$ cat config.mk
export PLATFORM = sky130hd
export DESIGN_NAME = c7bicu_flat
export DESIGN_NICKNAME = d
export VERILOG_FILES = /design/src/rtl/c7bicu_if.sv /design/src/rtl/c7bicu.sv /design/src/flat_wrapper.sv
export SDC_FILE = /design/constraint.sdc
export NUM_CORES = 1
export LEC_CHECK = 0
export ABC_AREA = 1
export BUFFER_PORTS_ARGS = -buffer_cell sky130_fd_sc_hd__buf_2
export CAP_MARGIN = 20
export CORE_UTILIZATION = 45
export DETAILED_ROUTE_END_ITERATION = 16
export HOLD_SLACK_MARGIN = 0.02
export PLACE_DENSITY = 0.88
export SYNTH_ARGS = -nofsm -noshare
export SYNTH_HDL_FRONTEND = slang
export SYNTH_SLANG_ARGS = --single-unit
export TNS_END_PERCENT = 10
$ cat constraint.sdc
create_clock -name clk -period 1.66 [get_ports clk]
set_clock_uncertainty 0.15 [all_clocks]
set_input_delay 0.249 -clock clk [delete_from_list [all_inputs] [get_ports clk]]
set_output_delay 0.249 -clock clk [all_outputs]
set_load 0.01 [all_outputs]
$ cat src/rtl/c7bicu_if.sv
// rtl/c7bicu_if.sv - AXI-style read channel bundle between the fetch interface and memory
interface c7bicu_if #(
  parameter int ID_W = 4
) ();
  logic            arvalid;
  logic            arready;
  logic [31:0]     araddr;
  logic [7:0]      arlen;
  logic [2:0]      arsize;
  logic [ID_W-1:0] arid;
  logic            rvalid;
  logic            rready;
  logic [31:0]     rdata;
  logic [1:0]      rresp;
  logic            rlast;

  // Fetch unit side: issues the read address, accepts read data
  modport master (
    output arvalid, araddr, arlen, arsize, arid, rready,
    input  arready, rvalid, rdata, rresp, rlast
  );

  // Memory side
  modport slave (
    input  arvalid, araddr, arlen, arsize, arid, rready,
    output arready, rvalid, rdata, rresp, rlast
  );
endinterface

$ cat src/rtl/c7bicu.sv
// rtl/c7bicu.sv - instruction fetch memory interface: one 64-bit fetch as a 2-beat 32-bit read burst
module c7bicu #(
  parameter int ID_W     = 4,
  parameter int FETCH_ID = 0
) (
  input  logic        clk,
  input  logic        resetn,
  input  logic [31:0] ifu_icu_addr_ic1,
  input  logic        ifu_icu_req_ic1,
  output logic        icu_ifu_ack_ic1,
  input  logic        ifu_icu_cancel,
  output logic        icu_ifu_data_valid_ic2,
  output logic [63:0] icu_ifu_data_ic2,
  output logic        icu_ifu_err_ic2,
  c7bicu_if.master    mem
);

  typedef enum logic [1:0] {
    IDLE = 2'd0,
    AR   = 2'd1,
    R0   = 2'd2,
    R1   = 2'd3
  } state_t;

  state_t      state_q;
  logic [31:0] araddr_q;
  logic [31:0] beat0_q;
  logic        arvalid_q;
  logic        rready_q;
  logic        err_acc_q;
  logic        drop_q;
  logic        data_valid_q;
  logic [63:0] data_q;
  logic        err_q;

  // Next values of the drop flag and the accumulated error when a beat/cancel lands this cycle
  logic drop_d;
  logic err_d;
  logic unused_bits;

  assign drop_d = drop_q | ifu_icu_cancel;
  assign err_d  = err_acc_q | (mem.rresp != 2'b00);

  // Low address bits are ignored and rlast is informational; beats are counted by the FSM
  assign unused_bits = ^{ifu_icu_addr_ic1[2:0], mem.rlast};

  // A request is taken only while idle, including the cycle that returns the previous fetch
  assign icu_ifu_ack_ic1 = ifu_icu_req_ic1 && (state_q == IDLE);

  assign mem.arvalid = arvalid_q;
  assign mem.araddr  = araddr_q;
  assign mem.arlen   = 8'd1;
  assign mem.arsize  = 3'b010;
  assign mem.arid    = ID_W'(FETCH_ID);
  assign mem.rready  = rready_q;

  assign icu_ifu_data_valid_ic2 = data_valid_q;
  assign icu_ifu_data_ic2       = data_q;
  assign icu_ifu_err_ic2        = err_q;

  // Fetch FSM: address phase, two counted data beats, then a one-cycle result pulse
  always_ff @(posedge clk or negedge resetn) begin
    if (!resetn) begin
      state_q      <= IDLE;
      araddr_q     <= 32'd0;
      beat0_q      <= 32'd0;
      arvalid_q    <= 1'b0;
      rready_q     <= 1'b0;
      err_acc_q    <= 1'b0;
      drop_q       <= 1'b0;
      data_valid_q <= 1'b0;
      data_q       <= 64'd0;
      err_q        <= 1'b0;
    end else begin
      data_valid_q <= 1'b0;
      case (state_q)
        IDLE: begin
          // Cancel is meaningless here: nothing is in flight, and a same-cycle request is kept
          if (icu_ifu_ack_ic1) begin
            araddr_q  <= {ifu_icu_addr_ic1[31:3], 3'b000};
            err_acc_q <= 1'b0;
            drop_q    <= 1'b0;
            arvalid_q <= 1'b1;
            state_q   <= AR;
          end
        end
        AR: begin
          // arvalid is never withdrawn once raised, even if the fetch is cancelled
          drop_q <= drop_d;
          if (mem.arready) begin
            arvalid_q <= 1'b0;
            rready_q  <= 1'b1;
            state_q   <= R0;
          end
        end
        R0: begin
          drop_q <= drop_d;
          if (mem.rvalid) begin
            beat0_q   <= mem.rdata;
            err_acc_q <= err_d;
            state_q   <= R1;
          end
        end
        R1: begin
          drop_q <= drop_d;
          if (mem.rvalid) begin
            rready_q  <= 1'b0;
            err_acc_q <= err_d;
            drop_q    <= 1'b0;
            state_q   <= IDLE;
            // A cancel arriving with the final beat still suppresses the result
            if (!drop_d) begin
              data_valid_q <= 1'b1;
              data_q       <= {mem.rdata, beat0_q};
              err_q        <= err_d;
            end
          end
        end
        default: state_q <= IDLE;
      endcase
    end
  end

endmodule

$ cat src/flat_wrapper.sv
// flat-port wrapper written by rule: the top's interface ports become plain ports
module c7bicu_flat 
#(
  parameter int ID_W     = 4,
  parameter int FETCH_ID = 0
)
  (clk, resetn, ifu_icu_addr_ic1, ifu_icu_req_ic1, icu_ifu_ack_ic1, ifu_icu_cancel, icu_ifu_data_valid_ic2, icu_ifu_data_ic2, icu_ifu_err_ic2, mem_arvalid, mem_araddr, mem_arlen, mem_arsize, mem_arid, mem_rready, mem_arready, mem_rvalid, mem_rdata, mem_rresp, mem_rlast);
  c7bicu_if #(.ID_W(ID_W)) mem_i ();
  input  logic clk;
  input  logic resetn;
  input  logic [31:0] ifu_icu_addr_ic1;
  input  logic ifu_icu_req_ic1;
  output logic icu_ifu_ack_ic1;
  input  logic ifu_icu_cancel;
  output logic icu_ifu_data_valid_ic2;
  output logic [63:0] icu_ifu_data_ic2;
  output logic icu_ifu_err_ic2;
  output wire logic [$bits(mem_i.arvalid)-1:0] mem_arvalid;
  output wire logic [$bits(mem_i.araddr)-1:0] mem_araddr;
  output wire logic [$bits(mem_i.arlen)-1:0] mem_arlen;
  output wire logic [$bits(mem_i.arsize)-1:0] mem_arsize;
  output wire logic [$bits(mem_i.arid)-1:0] mem_arid;
  output wire logic [$bits(mem_i.rready)-1:0] mem_rready;
  input wire logic [$bits(mem_i.arready)-1:0] mem_arready;
  input wire logic [$bits(mem_i.rvalid)-1:0] mem_rvalid;
  input wire logic [$bits(mem_i.rdata)-1:0] mem_rdata;
  input wire logic [$bits(mem_i.rresp)-1:0] mem_rresp;
  input wire logic [$bits(mem_i.rlast)-1:0] mem_rlast;
  assign mem_arvalid = mem_i.arvalid;
  assign mem_araddr = mem_i.araddr;
  assign mem_arlen = mem_i.arlen;
  assign mem_arsize = mem_i.arsize;
  assign mem_arid = mem_i.arid;
  assign mem_rready = mem_i.rready;
  assign mem_i.arready = mem_arready;
  assign mem_i.rvalid = mem_rvalid;
  assign mem_i.rdata = mem_rdata;
  assign mem_i.rresp = mem_rresp;
  assign mem_i.rlast = mem_rlast;
  c7bicu #(.ID_W(ID_W), .FETCH_ID(FETCH_ID)) u_core (.clk(clk), .resetn(resetn), .ifu_icu_addr_ic1(ifu_icu_addr_ic1), .ifu_icu_req_ic1(ifu_icu_req_ic1), .icu_ifu_ack_ic1(icu_ifu_ack_ic1), .ifu_icu_cancel(ifu_icu_cancel), .icu_ifu_data_valid_ic2(icu_ifu_data_valid_ic2), .icu_ifu_data_ic2(icu_ifu_data_ic2), .icu_ifu_err_ic2(icu_ifu_err_ic2), .mem(mem_i));
endmodule
==> metrics.csv <==
stage,metric,value,unit
worst_setup_path,crit path DAT,1.28,ns
worst_setup_path,Critical R2R Capture,u_core.state_q[0]$_DFFE_PN0P_,
hold_path,hold path depth,5,
worst_setup_path,cell depth of the worst flop-to-flop path,7,
synth,synth unique cells,18,
status,failing checks,negative setup slack,
route,Routed Antenna Nets,0,
finish,ant diodes,0,
finish,fin cells,991,
job,max cap viols,0,
synth,Synth async-reset ratio,1.000,
timing,final number of max-transition violations,0,
timing,Tmin final,1.677,ns
die,die area,0.01228,mm^2
die,area of the core,0.01147,mm^2
synth,commonest cells in the netlist,"269 x nand2_1, 133 x dfrtp_1, 70 x o21ai_0",
finish,share of cells above drive strength 1,0.2807,
synth,Ys Warns,0,
power,Pwr Total,13.96,mW
synth,synth top area cells,"dfrtp_1 62%, nand2_1 19%, o21ai_0 6.6%",
grt,vias in the first global route,4693,
power,combinational power share,0.348,
worst_setup_path,CP Capture Type,output port,
cts,Longest Clk Path Bufs,2,
cts,clock latency on the worst-skew pair,0.41,ns
die,die width,110.8,um
route,Vias,4708,
cts,CTS Buf Count,17,
power,Reg power frac,0.398,
grt,grt total ovfl,0,
power,sw frac,0.3527,
worst_setup_path,R2R setup slack,0.07,ns
power,Power per Cell Area,1807,mW/mm^2
synth,Post-synth EDFFs,0,
timing,fmax,596.3,MHz
place,port buffer count,166,
route,DRT Pass-1 Iters,5,
timing,final setup vio count,1,
die,Die Y,110.8,um
timing,Final Hold Viols,0,
power,Internal,9.035,mW
worst_setup_path,WS Path Type,reg2out,
place,placed cell count,888,
worst_setup_path,crit start category,flip-flop,
route,vias per cell,4.751,
power,Static Leak,4.362,nW
die,I/O pin cnt,189,
worst_setup_path,worst path required time,1.26,ns
finish,Filler cells,830,
hold_path,worst min path class,in2reg,
cts,CTS tree,yes,
synth,Synth top area share,0.6244,
route,Post-Route WL,13.88,mm
route,routed wire length per instance,14.00,um
hold_path,Hold EP,u_core.mem.arvalid$_DFFE_PN0P_,
power,Max IR drop VDD,1.051,mV
synth,Syn Inst Count,586,
power,Psw,4.922,mW
place,global placement routability congestion,0.8312,
grt,initial antenna violation count,0,
place,placed wire-length estimate,7.803,mm
die,# rows,39,
timing,RSZ-0062 raised after global routing,yes,
synth,Post-Syn Area per Cell,9.096,um^2
cts,htree depth,4,
timing,final setup margin,-0.01700,ns
synth,register bit count reported by yosys,133,
finish,"Net count, final",917,
synth,"count leader, synth",nand2_1,
status,outcome,finished with violations,
synth,cell taking the most area after synthesis,dfrtp_1,
route,1st-iter DRT viols,415,
die,Initial Util,0.4648,
timing,Tcrit/Tclk final,1.010,
cts,CTS Sinks,133,
synth,Post-synth top flop,dfrtp_1,
finish,Area Overhead vs Synth,44.95,%
cts,register clock-pin slew on the reported worst setup and hold paths,0.06,ns
synth,Synth Cell Area,0.005330,mm^2
worst_setup_path,crit path from,u_core.state_q[1]$_DFFE_PN0P_,
hold_path,Worst Min Path Start,mem_arready,
synth,sequential share of the synthesized area,0.6244,
cts,Clock Root Buffer,clkbuf_16,
worst_setup_path,"Max FO, Critical Path",3,
worst_setup_path,Worst R2R Start,u_core.state_q[0]$_DFFE_PN0P_,
power,clock share of power,0.255,
timing,setup TNS,-0.01700,ns
route,DRC,0,
grt,largest net degree at the start of global routing,49,
grt,first-pass GRT wire length,22.89,mm
grt,gr usage total,0.2361,
## registers in the layout, summed over array words and instances (netlist names)
signal                         cells
u_core.icu_ifu_data_ic2           64
u_core.beat0_q                    32
u_core.mem.araddr                 29
u_core.state_q                     2
u_core.drop_q                      1
u_core.err_acc_q                   1
u_core.icu_ifu_data_valid_ic2      1
u_core.icu_ifu_err_ic2             1
u_core.mem.arvalid                 1
u_core.mem.rready                  1
## power groups by stage
| stage | sequential, mW | combinational [mW] | clock (mW) |
|---|---|---|---|
| floorplan | 6.02 | 1.93 | 0 |
| global placement | 5.49 | 4.19 | 0 |
| detailed placement | 5.51 | 4.35 | 0 |
| CTS | 5.51 | 4.72 | 3.61 |
| global route | 5.71 | 5.42 | 3.78 |
| finish | 5.55 | 4.85 | 3.56 |
## metal layers
layer  wire length (um)  up-vias  GRT usage
met5                  0        -          0
met2               6985      220     0.3996
met4                258        0    0.08267
met3                863       27    0.05960
met1               5767     2204     0.2939
li1                   -     2257          -
## per-stage QoR
stage | setup WS, ns | hold WS, ns | instance area (um^2) | util
5_1_grt | -0.09261 | 0.08077 | 7726 | 0.6738
6_report | -0.01700 | 0.08046 | 7726 | 0.6738
3_3_place_gp | 0.05218 | 0.02608 | 6362 | 0.5548
3_5_place_dp | 0.02063 | 0.02463 | 6362 | 0.5548
2_1_floorplan | 0.09183 | -0.1966 | 5390 | -
4_1_cts | -0.09479 | 0.06542 | 7694 | 0.6709
## logic make-up (layout without fill, tap and decap cells)
family / Yosys count / in the layout / synth area share
AOI/OAI and AO/OA: 72 / 72 / 0.06761
adders and majority gates: 8 / 8 / 0.01878
buffers and inverters: 89 / 335 / 0.08333
DFF: 133 / 133 / 0.6244
other: 2 / 18 / 0.001409
and+or+nand+nor: 282 / 282 / 0.2045
## placed cells by master (no fill, tap or decap), drive strengths merged
cell,n
ha,8
inv,48
clkinvlp,4
bufinv,1
or2,1
dlygate4sd3,65
conb,18
nand3,5
nor3,1
o21ai,70
clkbuf,20
nor2,4
a21oi,2
clkinv,4
nand4,1
bufbuf,1
dfrtp,133
nand3b,1
nand2,269
buf,192
## cell type report
cell class / instances / area (um^2) / share of cell area
clock buffers: 20 / 466.7 / 0.06040
clock inverters: 11 / 101.3 / 0.01312
inverters: 46 / 177.7 / 0.02300
multi-input cells: 380 / 1669 / 0.2160
flip-flops and latches: 133 / 3328 / 0.4308
well taps: 143 / 178.9 / 0.02316
repair buffers: 258 / 1804 / 0.2335
## worst max-delay path, cell delays in order (launching register included)
cell,delay (ns)
dfrtp_1,0.40
inv_2,0.09
ha_4,0.15
nand2_4,0.06
inv_6,0.07
buf_6,0.10
## worst max path at each step
stage	slack, ns	cells after the start	to
floorplan	0.09	6	u_core.beat0_q[0]$_DFFE_PN0P_
global placement	0.05	7	u_core.mem.arvalid$_DFFE_PN0P_
detailed placement	0.02	7	u_core.mem.arvalid$_DFFE_PN0P_
CTS	-0.09	6	icu_ifu_ack_ic1
global route	-0.09	5	icu_ifu_ack_ic1
finish	-0.02	5	icu_ifu_ack_ic1
## what timing repair did
item | in CTS | in global routing
buffers inserted | 7 | 1
cloned | 1 | 0
resized for setup | 10 | 15
pin swaps | 1 | 2
hold buffers | 65 | 0
endpoints found under the hold margin | 229 | 0
endpoints found under the setup margin | 2 | 52
Note: power is estimated with default switching activity, not from simulation.
